**src/rtl/hazard_ctrl_unit.sv**
```systemverilog
// Hazard controller for the 5-stage RV32 pipeline: ALU forwarding, load-use stall, branch flush,
// and a dmem-wait FSM with a sticky timeout plus saturating stall/flush perf counters.
module hazard_ctrl_unit #(
  parameter int TIMEOUT_CYCLES = 16,
  parameter int CNT_W          = 32
) (
  input  logic             clk,
  input  logic             rst_n,
  input  logic [4:0]       Rs1D,
  input  logic [4:0]       Rs2D,
  input  logic [4:0]       Rs1E,
  input  logic [4:0]       Rs2E,
  input  logic [4:0]       RdE,
  input  logic [1:0]       ResultSrcE,
  input  logic             PCSrcE,
  input  logic [4:0]       RdM,
  input  logic [4:0]       RdW,
  input  logic             RegWriteM,
  input  logic             RegWriteW,
  input  logic             MemReqM,
  input  logic             MemReadyM,
  output logic [1:0]       ForwardAE,
  output logic [1:0]       ForwardBE,
  output logic             StallF,
  output logic             StallD,
  output logic             StallE,
  output logic             StallM,
  output logic             FlushD,
  output logic             FlushE,
  output logic             FlushW,
  output logic             mem_timeout,
  output logic [1:0]       hz_state,
  output logic [CNT_W-1:0] stall_cycles,
  output logic [CNT_W-1:0] flush_count
);

  localparam int WCW_RAW = $clog2(TIMEOUT_CYCLES + 1);
  localparam int WCW     = (WCW_RAW < 1) ? 1 : WCW_RAW;
  localparam int LAST    = (TIMEOUT_CYCLES == 0) ? 0 : TIMEOUT_CYCLES - 1;

  typedef enum logic [1:0] {
    RUN   = 2'b00,
    WAIT  = 2'b01,
    ERROR = 2'b10
  } state_t;

  state_t           state_q, state_d;
  logic [WCW-1:0]   wait_cnt_q, wait_cnt_d;
  logic             mem_timeout_q, mem_timeout_d;
  logic [CNT_W-1:0] stall_cycles_q, stall_cycles_d;
  logic [CNT_W-1:0] flush_count_q, flush_count_d;

  logic lw_stall;
  logic mem_stall;

  // MEM result is younger than WB, so it takes priority; x0 is never forwarded.
  function automatic logic [1:0] fwd_sel(input logic [4:0] rs);
    if (RegWriteM && (RdM != 5'd0) && (RdM == rs))
      return 2'b10;
    else if (RegWriteW && (RdW != 5'd0) && (RdW == rs))
      return 2'b01;
    else
      return 2'b00;
  endfunction

  always_comb begin
    ForwardAE = fwd_sel(Rs1E);
    ForwardBE = fwd_sel(Rs2E);
  end

  always_comb begin
    lw_stall  = (ResultSrcE == 2'b01) && (RdE != 5'd0) && ((RdE == Rs1D) || (RdE == Rs2D));
    mem_stall = (MemReqM && !MemReadyM) || (state_q == ERROR);

    StallF = 1'b0;
    StallD = 1'b0;
    StallE = 1'b0;
    StallM = 1'b0;
    FlushD = 1'b0;
    FlushE = 1'b0;
    FlushW = 1'b0;
    if (mem_stall) begin
      // Freeze the whole pipe; branch and load-use are re-evaluated once dmem releases.
      StallF = 1'b1;
      StallD = 1'b1;
      StallE = 1'b1;
      StallM = 1'b1;
      FlushW = 1'b1;
    end else begin
      StallF = lw_stall && !PCSrcE;
      StallD = lw_stall && !PCSrcE;
      FlushD = PCSrcE;
      FlushE = lw_stall || PCSrcE;
    end
  end

  always_comb begin
    state_d       = state_q;
    wait_cnt_d    = wait_cnt_q;
    mem_timeout_d = mem_timeout_q;
    case (state_q)
      RUN: begin
        if (MemReqM && !MemReadyM) begin
          if (TIMEOUT_CYCLES == 1) begin
            state_d       = ERROR;
            mem_timeout_d = 1'b1;
          end else begin
            state_d    = WAIT;
            wait_cnt_d = WCW'(1);
          end
        end
      end
      WAIT: begin
        if (MemReadyM || !MemReqM) begin
          state_d    = RUN;
          wait_cnt_d = '0;
        end else if ((TIMEOUT_CYCLES != 0) && (wait_cnt_q == WCW'(LAST))) begin
          state_d       = ERROR;
          mem_timeout_d = 1'b1;
        end else begin
          wait_cnt_d = wait_cnt_q + WCW'(1);
        end
      end
      ERROR: begin
        state_d = ERROR;
      end
      default: begin
        state_d = ERROR;
      end
    endcase
  end

  always_comb begin
    stall_cycles_d = stall_cycles_q;
    flush_count_d  = flush_count_q;
    if (StallF && (stall_cycles_q != {CNT_W{1'b1}}))
      stall_cycles_d = stall_cycles_q + CNT_W'(1);
    if (FlushE && (flush_count_q != {CNT_W{1'b1}}))
      flush_count_d = flush_count_q + CNT_W'(1);
  end

  always_ff @(posedge clk or negedge rst_n) begin
    if (!rst_n) begin
      state_q        <= RUN;
      wait_cnt_q     <= '0;
      mem_timeout_q  <= 1'b0;
      stall_cycles_q <= '0;
      flush_count_q  <= '0;
    end else begin
      state_q        <= state_d;
      wait_cnt_q     <= wait_cnt_d;
      mem_timeout_q  <= mem_timeout_d;
      stall_cycles_q <= stall_cycles_d;
      flush_count_q  <= flush_count_d;
    end
  end

  assign hz_state     = state_q;
  assign mem_timeout  = mem_timeout_q;
  assign stall_cycles = stall_cycles_q;
  assign flush_count  = flush_count_q;

endmodule

```
**config.mk**
```make
export PLATFORM = sky130hd
export DESIGN_NAME = hazard_ctrl_unit
export DESIGN_NICKNAME = d
export VERILOG_FILES = /design/src/rtl/hazard_ctrl_unit.sv
export SDC_FILE = /design/constraint.sdc
export NUM_CORES = 1
export LEC_CHECK = 0
export BUFFER_PORTS_ARGS = -buffer_cell sky130_fd_sc_hd__buf_2
export CAP_MARGIN = 10
export CORE_ASPECT_RATIO = 1.5
export CORE_MARGIN = 2
export CORE_UTILIZATION = 45
export DETAILED_ROUTE_END_ITERATION = 10
export GPL_ROUTABILITY_DRIVEN = 0
export PLACE_DENSITY = 0.76
export SLEW_MARGIN = 20
export SYNTH_ARGS = -nofsm -noshare
export SYNTH_HDL_FRONTEND = slang
export SYNTH_SLANG_ARGS = --single-unit
```
**constraint.sdc**
```tcl
create_clock -name clk -period 4.6 [get_ports clk]
set_input_delay 0.23 -clock clk [delete_from_list [all_inputs] [get_ports clk]]
set_output_delay 0.23 -clock clk [all_outputs]
set_load 0.02 [all_outputs]
```
**Yosys cells after proc, flatten, opt, wreduce, memory -nomap -nowiden**

Index checks and enable logic that the tools add are counted.
Widths: inputs -> output; s select.

- Flip-flop bits (word level): 72
- Output and inout port bits: 78
- Input bits: 44
- Logic and storage cells: 67

- Reduce and logical (&&, ||, !) cells: 27
- Add/subtract/negate cells: 3
- Eq/ne operators: 15
- Bitwise operators: 1
- Multiplexer cells: 16

Operators by type and width:

| cell | count |
|---|---|
| $add 32x1->32 const B | 2 |
| $ne 32x32->1 const B | 2 |
| $eq 5x5->1 | 6 |
| $mux 5 | 3 |
| $reduce_bool 5->1 | 3 |
| $logic_and 1x1->1 | 12 |
| $mux 2 | 5 |
| $pmux 5 s2 | 1 |
| $mux 1 | 6 |
| $ne 3x3->1 const B | 2 |
| $reduce_and 3->1 | 2 |
| $add 5x1->5 const B | 1 |
| $eq 5x4->1 const B | 1 |
| $eq 2x1->1 const B | 2 |
| $logic_or 1x1->1 | 4 |
| $pmux 2 s2 | 1 |
| $logic_not 1->1 | 3 |
| $eq 2x2->1 const B | 1 |
| $logic_not 2->1 | 1 |
| $ne 2x2->1 const B | 1 |
| $reduce_and 2->1 | 1 |
| $reduce_bool 2->1 | 1 |
| $not 1->1 | 1 |

**Logic depth before layout (Yosys ltp)**

Gate-level depths: netlist of the first run.

- Depth in word-level cells: 6
- Gate-level depth with buffers: 9
- Gate-level depth less buffers: 9

**Worst setup path after synthesis of the first run**

No wires, ideal clock.

- Kind: register to output
- Start point: register state_q[0] (netlist: hz_state[0])
- End point: output port StallF
- Data required time: 4.370 ns
- Buffers on the path: 2
- Arrival: 1.909 ns
- Slack: 2.461 ns
- Cell stages (with the launch flop): 8
- Cell sequence: dfrtp_1 inv_1 a21oi_1 inv_1 a21oi_2 clkbuf_1 inv_1 buf_4

- Cells in the longest elaborated chain, start to end: 3

Ends and longest elaborated chain:

| item | line | RTL |
|---|---|---|
| start: declaration | 47 | `state_t state_q, state_d;` |
| start signal: assignment | 150 | `state_q <= state_d;` |
| $eq 2x2->1 | 73 | `mem_stall = (MemReqM && !MemReadyM) \|\| (state_q == ERROR);` |
| $logic_or 1x1->1 | 73 |  |
| $mux 1 | - |  |
| end: declaration | 24 | `output logic StallF,` |

No other way between the ends.

**Worst setup path after layout of the first run**

- Start point: register stall_cycles_q[0] (netlist: stall_cycles[0])
- End point: register stall_cycles_q[31] (netlist: stall_cycles[31])

- Cells in the longest elaborated chain, start to end: 2
- Elaborated cells on any way between the ends: 3
- Classes of those cells: add/sub (1); eq/ne (1); reduce/logical (1)

Ends and longest elaborated chain:

| item | line | RTL |
|---|---|---|
| start: declaration | 50 | `logic [CNT_W-1:0] stall_cycles_q, stall_cycles_d;` |
| start signal: assignment | 153 | `stall_cycles_q <= stall_cycles_d;` |
| parallel branches: the longest is 2 deep, another holds $add 32x1->32 | - |  |

Several ways; the timed one is not identified.
A chain may end at the register's enable or synchronous reset.

==> impl_results.md, run 1 <==
* Die ar. at about 0.0099 mm^2
* CTS HTree Levels at 3
* Layout cells sized above 1 at between 20% and 30%
* Nets@finish at 582
* Crit path DAT at 2.95 ns
* Sequential fraction of the synthesis area at 44.2%
* Global route overflow at 0
* Dominant cell type by area after synthesis: dfrtp_1
* Initial DRC Count at 97
* PortBufs at between 100 and 150
* Cell Area, Synth at slightly above 0.004 mm^2
* Die height at between 100 and 150 um
* Post-synth EDFFs at 0
* DR WL/cell at between 10 and 15 um
* Crit-path max FO at 15
* Synth area leaders: dfrtp_1, xor2_1, nand3_1, nand2_1, nor3_1
* Syn-to-layout area delta at 25.0%
* Hold Slack at around 0.0023 ns
* Final TNS setup at 0 ns
* DRC viols at 0
* Vias/cell at roughly 5.6
* Max Clk Rate at around 360 MHz
* Placed cell area at 0.00474 mm^2
* Slew headroom at about two fifths
* Sink Count at 72
* CP Class: reg2reg
* Die width at 81.7 um
* Finish-stage setup viols at 0
* Setup crit start kind: flop
* CP endpoint kind: flop
* Gr usage total at 20.5%
* P_leak at ~2.5 nW
* Pin count of the biggest net entering global routing at 38
* Max rail drop VDD at approximately 0.22 mV
* CP required at 4.79 ns
* Initial antenna violation count at 0
* Antenna-violating nets left at 0
* Num ports at approximately 120
* Number of global-route vias before repair at about 3,400
* R2R depth at 7
* Diode count at 0
* Detailed Routing Iterations Pass 1 at 4
* Max stage delay cell, worst path: nor3_2
* Clk_lat worst skew at roughly 0.33 ns
* Via count at roughly 3,600
* Final Critical Period at ~2.8 ns
* Worst hold path type: in2async
* Hold-fix buffers, CTS at 0
* Critical path cell sequence: ha_1 -> and3_1 -> nand4_1 -> nor3_2 -> buf_4 -> nor4_1 -> xor2_1
* CTS Buf Count at 9
* Clock root cell: clkbuf_16
* Post-CTS setup buffer count at 0
* Post-Layout Inst Area at 0.00510 mm^2
* Dpl hpwl at just over 7000 um
* Status: complete, no violations
* Mapped Cells at between 400 and 500
* Clk pin slew, worst setup/hold paths at about 0.06 ns
* First-pass GRT wire length at 15,900 um
* Top cell type's share of synthesized area at about 44%
* Final Skew at 0.00687 ns
* CTS tree: yes
* WL final at between 9000 and 10,000 um
* Final worst path period share at 59.9%
* Initial Util at 46.2%
* # rows at 42
* Cell area power density at roughly 370 mW/mm^2
* Worst slew pin tran at about 0.90 ns
* Commonest cells in the netlist: xor2_1, dfrtp_1, nand2_1
* FILL cells at 768
* Max clock buf depth at 2
* Count leader, synth: xor2_1
* Final Hold Viols at 0
* Core Area at slightly below 0.009 mm^2
* Syn avg cell area at 9.85 um^2
* Max cap viols at 0
* Register bit total from synthesis at 72
* Resized Gates After CTS at 0
* Synth warnings at 0
* Syn nets at 462
* RSZ-0062 raised after global routing: false
* Async SR Flop Fraction at 100%
* Slew Limit Fails at 0
* FF+latch area at ~0.0018 mm^2
* Dominant synthesized flop cell: dfrtp_1
* Multi-input combinational cell area at around 0.0021 mm^2
* Post-synth cell types at between 40 and 50
* Crit-path max cell delay at between 0.7 and 0.8 ns
placed cells by master, fill, tap and decap left out, types with 3 or more instances in the layout:
master and count:
clkbuf_16 9, a21oi_1 4, nand2b_1 3, buf_4 3, o31ai_1 3, nor3_1 25, xnor2_1 14, and4_1 4
bufinv_16 3, nand3_1 30, o21ai_0 11, inv_1 11, nor4_1 19, nand4_1 19, or4_1 4, and3_1 12
nand2_1 34, ha_1 4, and2_1 3, mux2_2 3, buf_2 121, xor2_1 74, nor3_2 5, dfrtp_1 72
nor2_1 22
final timing paths:
path                                             startpoint                            to  slack, ns
min in group clk                                  MemReadyM       hz_state[0]$_DFFE_PN0P_       0.24
worst max-delay path            stall_cycles[0]$_DFFE_PN0P_  stall_cycles[31]$_DFFE_PN0P_       1.85
worst min register to register    wait_cnt_q[4]$_DFFE_PN0P_     wait_cnt_q[4]$_DFFE_PN0P_       0.48
max in group asynchronous                             rst_n   flush_count[29]$_DFFE_PN0P_       3.62
worst max register to register  stall_cycles[0]$_DFFE_PN0P_  stall_cycles[31]$_DFFE_PN0P_       1.85
worst min-delay path                                  rst_n     wait_cnt_q[4]$_DFFE_PN0P_      0.002
registers in the layout, indices dropped and copies added (netlist names):
signal	flops
flush_count	32
stall_cycles	32
wait_cnt_q	5
hz_state	2
mem_timeout	1
area by class of cell:
cell class | count | area share [%]
clock buffers | 11 | 4.96
multi-input cells | 316 | 41.8
well taps | 110 | 2.70
clock inverters | 5 | 2.01
inverters | 11 | 0.810
flip-flops and latches | 72 | 35.4
repair buffers | 124 | 12.3
per-stage QoR:
step	std cells	setup slack [ns]	power (W)	util (%)
final	649	1.85	0.00188	57.7
after global routing	649	1.62	0.00195	57.7
after CTS	649	1.87	0.00189	57.7
after detailed placement	633	1.87	0.00107	53.7
after global placement	633	1.91	0.00106	53.7
after floorplan	414	2.46	0.000935	-
worst max-delay path, delay by kind of cell, from the launching register on:
kind	cells	cell delay, ns
buffers and inverters	1	0.35
XOR/XNOR	1	0.19
flip-flops	1	0.46
AND/OR/NAND/NOR	4	1.39
adder cells (fa/ha/maj)	1	0.22
cell families after synthesis:
| family | synth area share, % |
|---|---|
| DFF | 44.2 |
| muxes | 1.47 |
| adders and majority gates | 1.23 |
| xor gates and xnor gates | 18.9 |
| and+or+nand+nor | 26.8 |
| AOI/OAI and AO/OA | 3.90 |
| buffers and inverters | 3.53 |
power breakdown:
part / internal, W / switching, W / total [W]
combinational: 0.000115 / 0.000172 / 0.000286
clock: 0.000558 / 0.000264 / 0.000823
sequential: 0.000691 / 0.0000808 / 0.000772
layer usage:
layer	vias to the layer above	track usage [%]	wire, um
met5	-	0	0
met1	1765	24.6	3930
li1	1703	-	-
met3	25	5.30	543
met2	133	34.2	4960
met4	0	8.54	274
(Power assumes the default switching activity.)
==> run 2: changes to the inputs <==
==> constraint.sdc (replaced) <==
create_clock -name clk -period 2.8 [get_ports clk]
set_input_delay 0.14 -clock clk [delete_from_list [all_inputs] [get_ports clk]]
set_output_delay 0.14 -clock clk [all_outputs]
set_load 0.02 [all_outputs]
==> run 2 against run 1 <==
First-iteration DRC count up 86%. Final cell count is 1.1% higher. Clock power is 46% higher. Sequential power grew 63%. Critical path depth is the same. Largest cell class unchanged. Highest routed layer unchanged.
==> impl_results.md, run 2 (synthesis results as in run 1) <==
* Clock root cell: clkbuf_16
* Worst hold path type: in2reg
* Final Critical Period at ~2.3 ns
* Sink Count at 72 (unchanged)
* RSZ-0062 raised after global routing: false
* CTS HTree Levels at 3 (unchanged)
* Syn-to-layout area delta at 25.7%
* Clk pin slew, worst setup/hold paths at 0.05 ns (about the same)
* # rows at 42 (unchanged)
* Nets@finish at 589 (+1.2%)
* Gr usage total at 20.9% (+0.34 points)
* Final worst path period share at about four fifths
* Switching share of power at 28.0% (+0.54 points)
* Max clock buf depth at 2 (unchanged)
* Die width at 81.7 um (unchanged)
* CTS tree: yes
* First-pass GRT wire length at 16,000 um (+0.61%)
* Critical path cell sequence: inv_1 -> a21oi_1 -> inv_1 -> a21oi_2 -> buf_4 -> inv_1 -> buf_2
* Met2 Resource Use GR at 35.7% (+1.5 points)
* Global route overflow at 0 (unchanged)
* CP Class: reg2out
* CP endpoint kind: primary output
* P_int at 0.00211 W (+55%)
* Final TNS setup at 0 ns (unchanged)
* Setup crit start kind: flop
* Core Area at 0.00883 mm^2 (unchanged)
* PortBufs at 121 (unchanged)
* Dpl hpwl at 7200 um (-0.68%)
* Most frequent cells in the layout: buf_2, xor2_1, dfrtp_1
* Diode count at 0 (unchanged)
* Layout cells sized above 1 at 29.3% (+0.55 points)
* Status: complete, no violations
* Finish-stage setup viols at 0 (unchanged)
* Clock Power Share at 40.9% (-2.8 points)
* Initial DRC Count at 180 (+86%)
* Max rail drop VDD at 0.335 mV (+54%)
* Met3 usage at 5.37% (+0.075 points)
* CTS Buf Count at 9 (unchanged)
* Slew Limit Fails at 0 (unchanged)
* Crit Reg-Reg Startpoint: flush_count[12]$_DFFE_PN0P_
* CP most frequent cell: inv_1
* Max cap viols at 0 (unchanged)
* Critical Path Start: hz_state[0]$_DFFE_PN0P_
* Initial antenna violation count at 0 (unchanged)
* Commonest non-fill, non-tap cell in the layout: buf_2
* Layout Cells excl Fill at 656 (+1.1%)
* Logic gate share of total power at 16.1% (+0.9 points)
* Slew headroom at 67.6% (+28 points)
* CP required at 2.66 ns (-2.13 ns)
* Fin util at 58.1% (+0.35 points)
* Number of global-route vias before repair at 3,532 (+2.6%)
* Cell area power density at 573 mW/mm^2 (+55%)
* Reg2reg setup slack at 0.61 ns (-1.24 ns)
* FILL cells at 750 (-2.3%)
* Via count at 3,589 (-1.0%)
* Hold_sp: MemReadyM
* WL final at 9800 um (+0.88%)
* Num ports at 122 (unchanged)
* DR WL/cell at 14.9 um (-0.20%)
* Worst slew pin tran at 0.482 ns (-0.420 ns)
* Die ar. at 0.00985 mm^2 (unchanged)
* RR Endpoint: flush_count[1]$_DFFE_PN0P_
* Crit path DAT at 2.12 ns (-0.83 ns)
* Clk_lat worst skew at 0.33 ns (about the same)
* Hold Path End: hz_state[0]$_DFFE_PN0P_
* Initial Util at 46.2% (unchanged)
* Max Clk Rate at 442 MHz
* FF+latch area at 0.00180 mm^2 (unchanged)
* R2R depth at 6 (-1)
* Inst Count DP at 639 (+0.95%)
* Most Used Layer, Global Route: met2
* P_leak at 2.54 nW (+1.0%)
* Max stage delay cell, worst path: dfrtp_1
* Critical path's top delay family: buffers and inverters
* Detailed Routing Iterations Pass 1 at 4 (unchanged)
* Sw power at 0.000823 W (+59%)
* Vias/cell at 5.47 (-2.1%)
* Met1 Use GR at 23.9% (-0.70 points)
* Final Skew at 0.00533 ns (-0.00154 ns)
* Crit-path max cell delay at 0.43 ns (-0.32 ns)
* Sequential share of power at 42.9% (+1.9 points)
* DRC viols at 0 (unchanged)
* Hold Path Depth at 3
* Crit-path max FO at 15 (unchanged)
* Die height at 121 um (unchanged)
* Multi-input combinational cell area at 0.00213 mm^2 (unchanged)
* Resized Gates After CTS at 0 (unchanged)
* Final Hold Viols at 0 (unchanged)
* Antenna-violating nets left at 0 (unchanged)
* Pin count of the biggest net entering global routing at 73 (+92%)
* CP Buf/Inv Count at 5 (+4)
==> run 2: routing by layer <==
layer	share of wire, %	vias up
met5	0	-
met2	52	131
met3	5.4	20
met4	2.3	0
li1	-	1719
met1	40	1719
==> run 2: worst max-delay path by stage <==
stage	endpoint	slack [ns]	cells after the start
final	StallD	0.54	7
after CTS	StallD	0.49	7
after global placement	flush_count[1]$_DFFE_PN0P_	0.63	6
after detailed placement	flush_count[1]$_DFFE_PN0P_	0.64	6
after global routing	StallD	0.33	7
after floorplan	flush_count[1]$_DFFE_PN0P_	0.69	7
==> run 2: power by group through the flow <==
| stage | Combinational (W) | Sequential, W | Clock, W |
|---|---|---|---|
| floorplan | 0.000166 | 0.00137 | 0 |
| global placement | 0.000468 | 0.00127 | 0 |
| detailed placement | 0.000477 | 0.00128 | 0 |
| CTS | 0.000482 | 0.00126 | 0.00122 |
| global route | 0.000522 | 0.00128 | 0.00127 |
| finish | 0.000474 | 0.00126 | 0.00120 |
==> run 2: what timing repair did <==
item	in CTS	in global routing
buffers inserted	0	0
hold buffers	1	0
endpoints found under the hold margin	72	0
==> run 2: metrics by stage <==
step / hold slack [ns] / instance area [um^2] / worst slack, ns / total power [W]
2_1_floorplan: -0.156 / 4080 / 0.686 / 0.00154
3_3_place_gp: 0.198 / 4800 / 0.633 / 0.00174
3_5_place_dp: 0.202 / 4800 / 0.635 / 0.00175
4_1_cts: 0.142 / 5130 / 0.493 / 0.00297
5_1_grt: 0.158 / 5130 / 0.327 / 0.00307
6_report: 0.149 / 5130 / 0.540 / 0.00294
==> run 2: layout make-up <==
cell class                      count  area share, %
Clock buffer                       14           5.54
Timing Repair Buffer              131           13.6
Inverter                           11          0.805
Multi-Input combinational cell    316           41.6
Clock inverter                      2          0.683
Tap cell                          110           2.68
Sequential cell                    72           35.1
==> run 2: worst min-delay path, cell delays in order <==
cell and delay [ns]:
buf_2 0.08, nor2b_1 0.06, and3_1 0.16
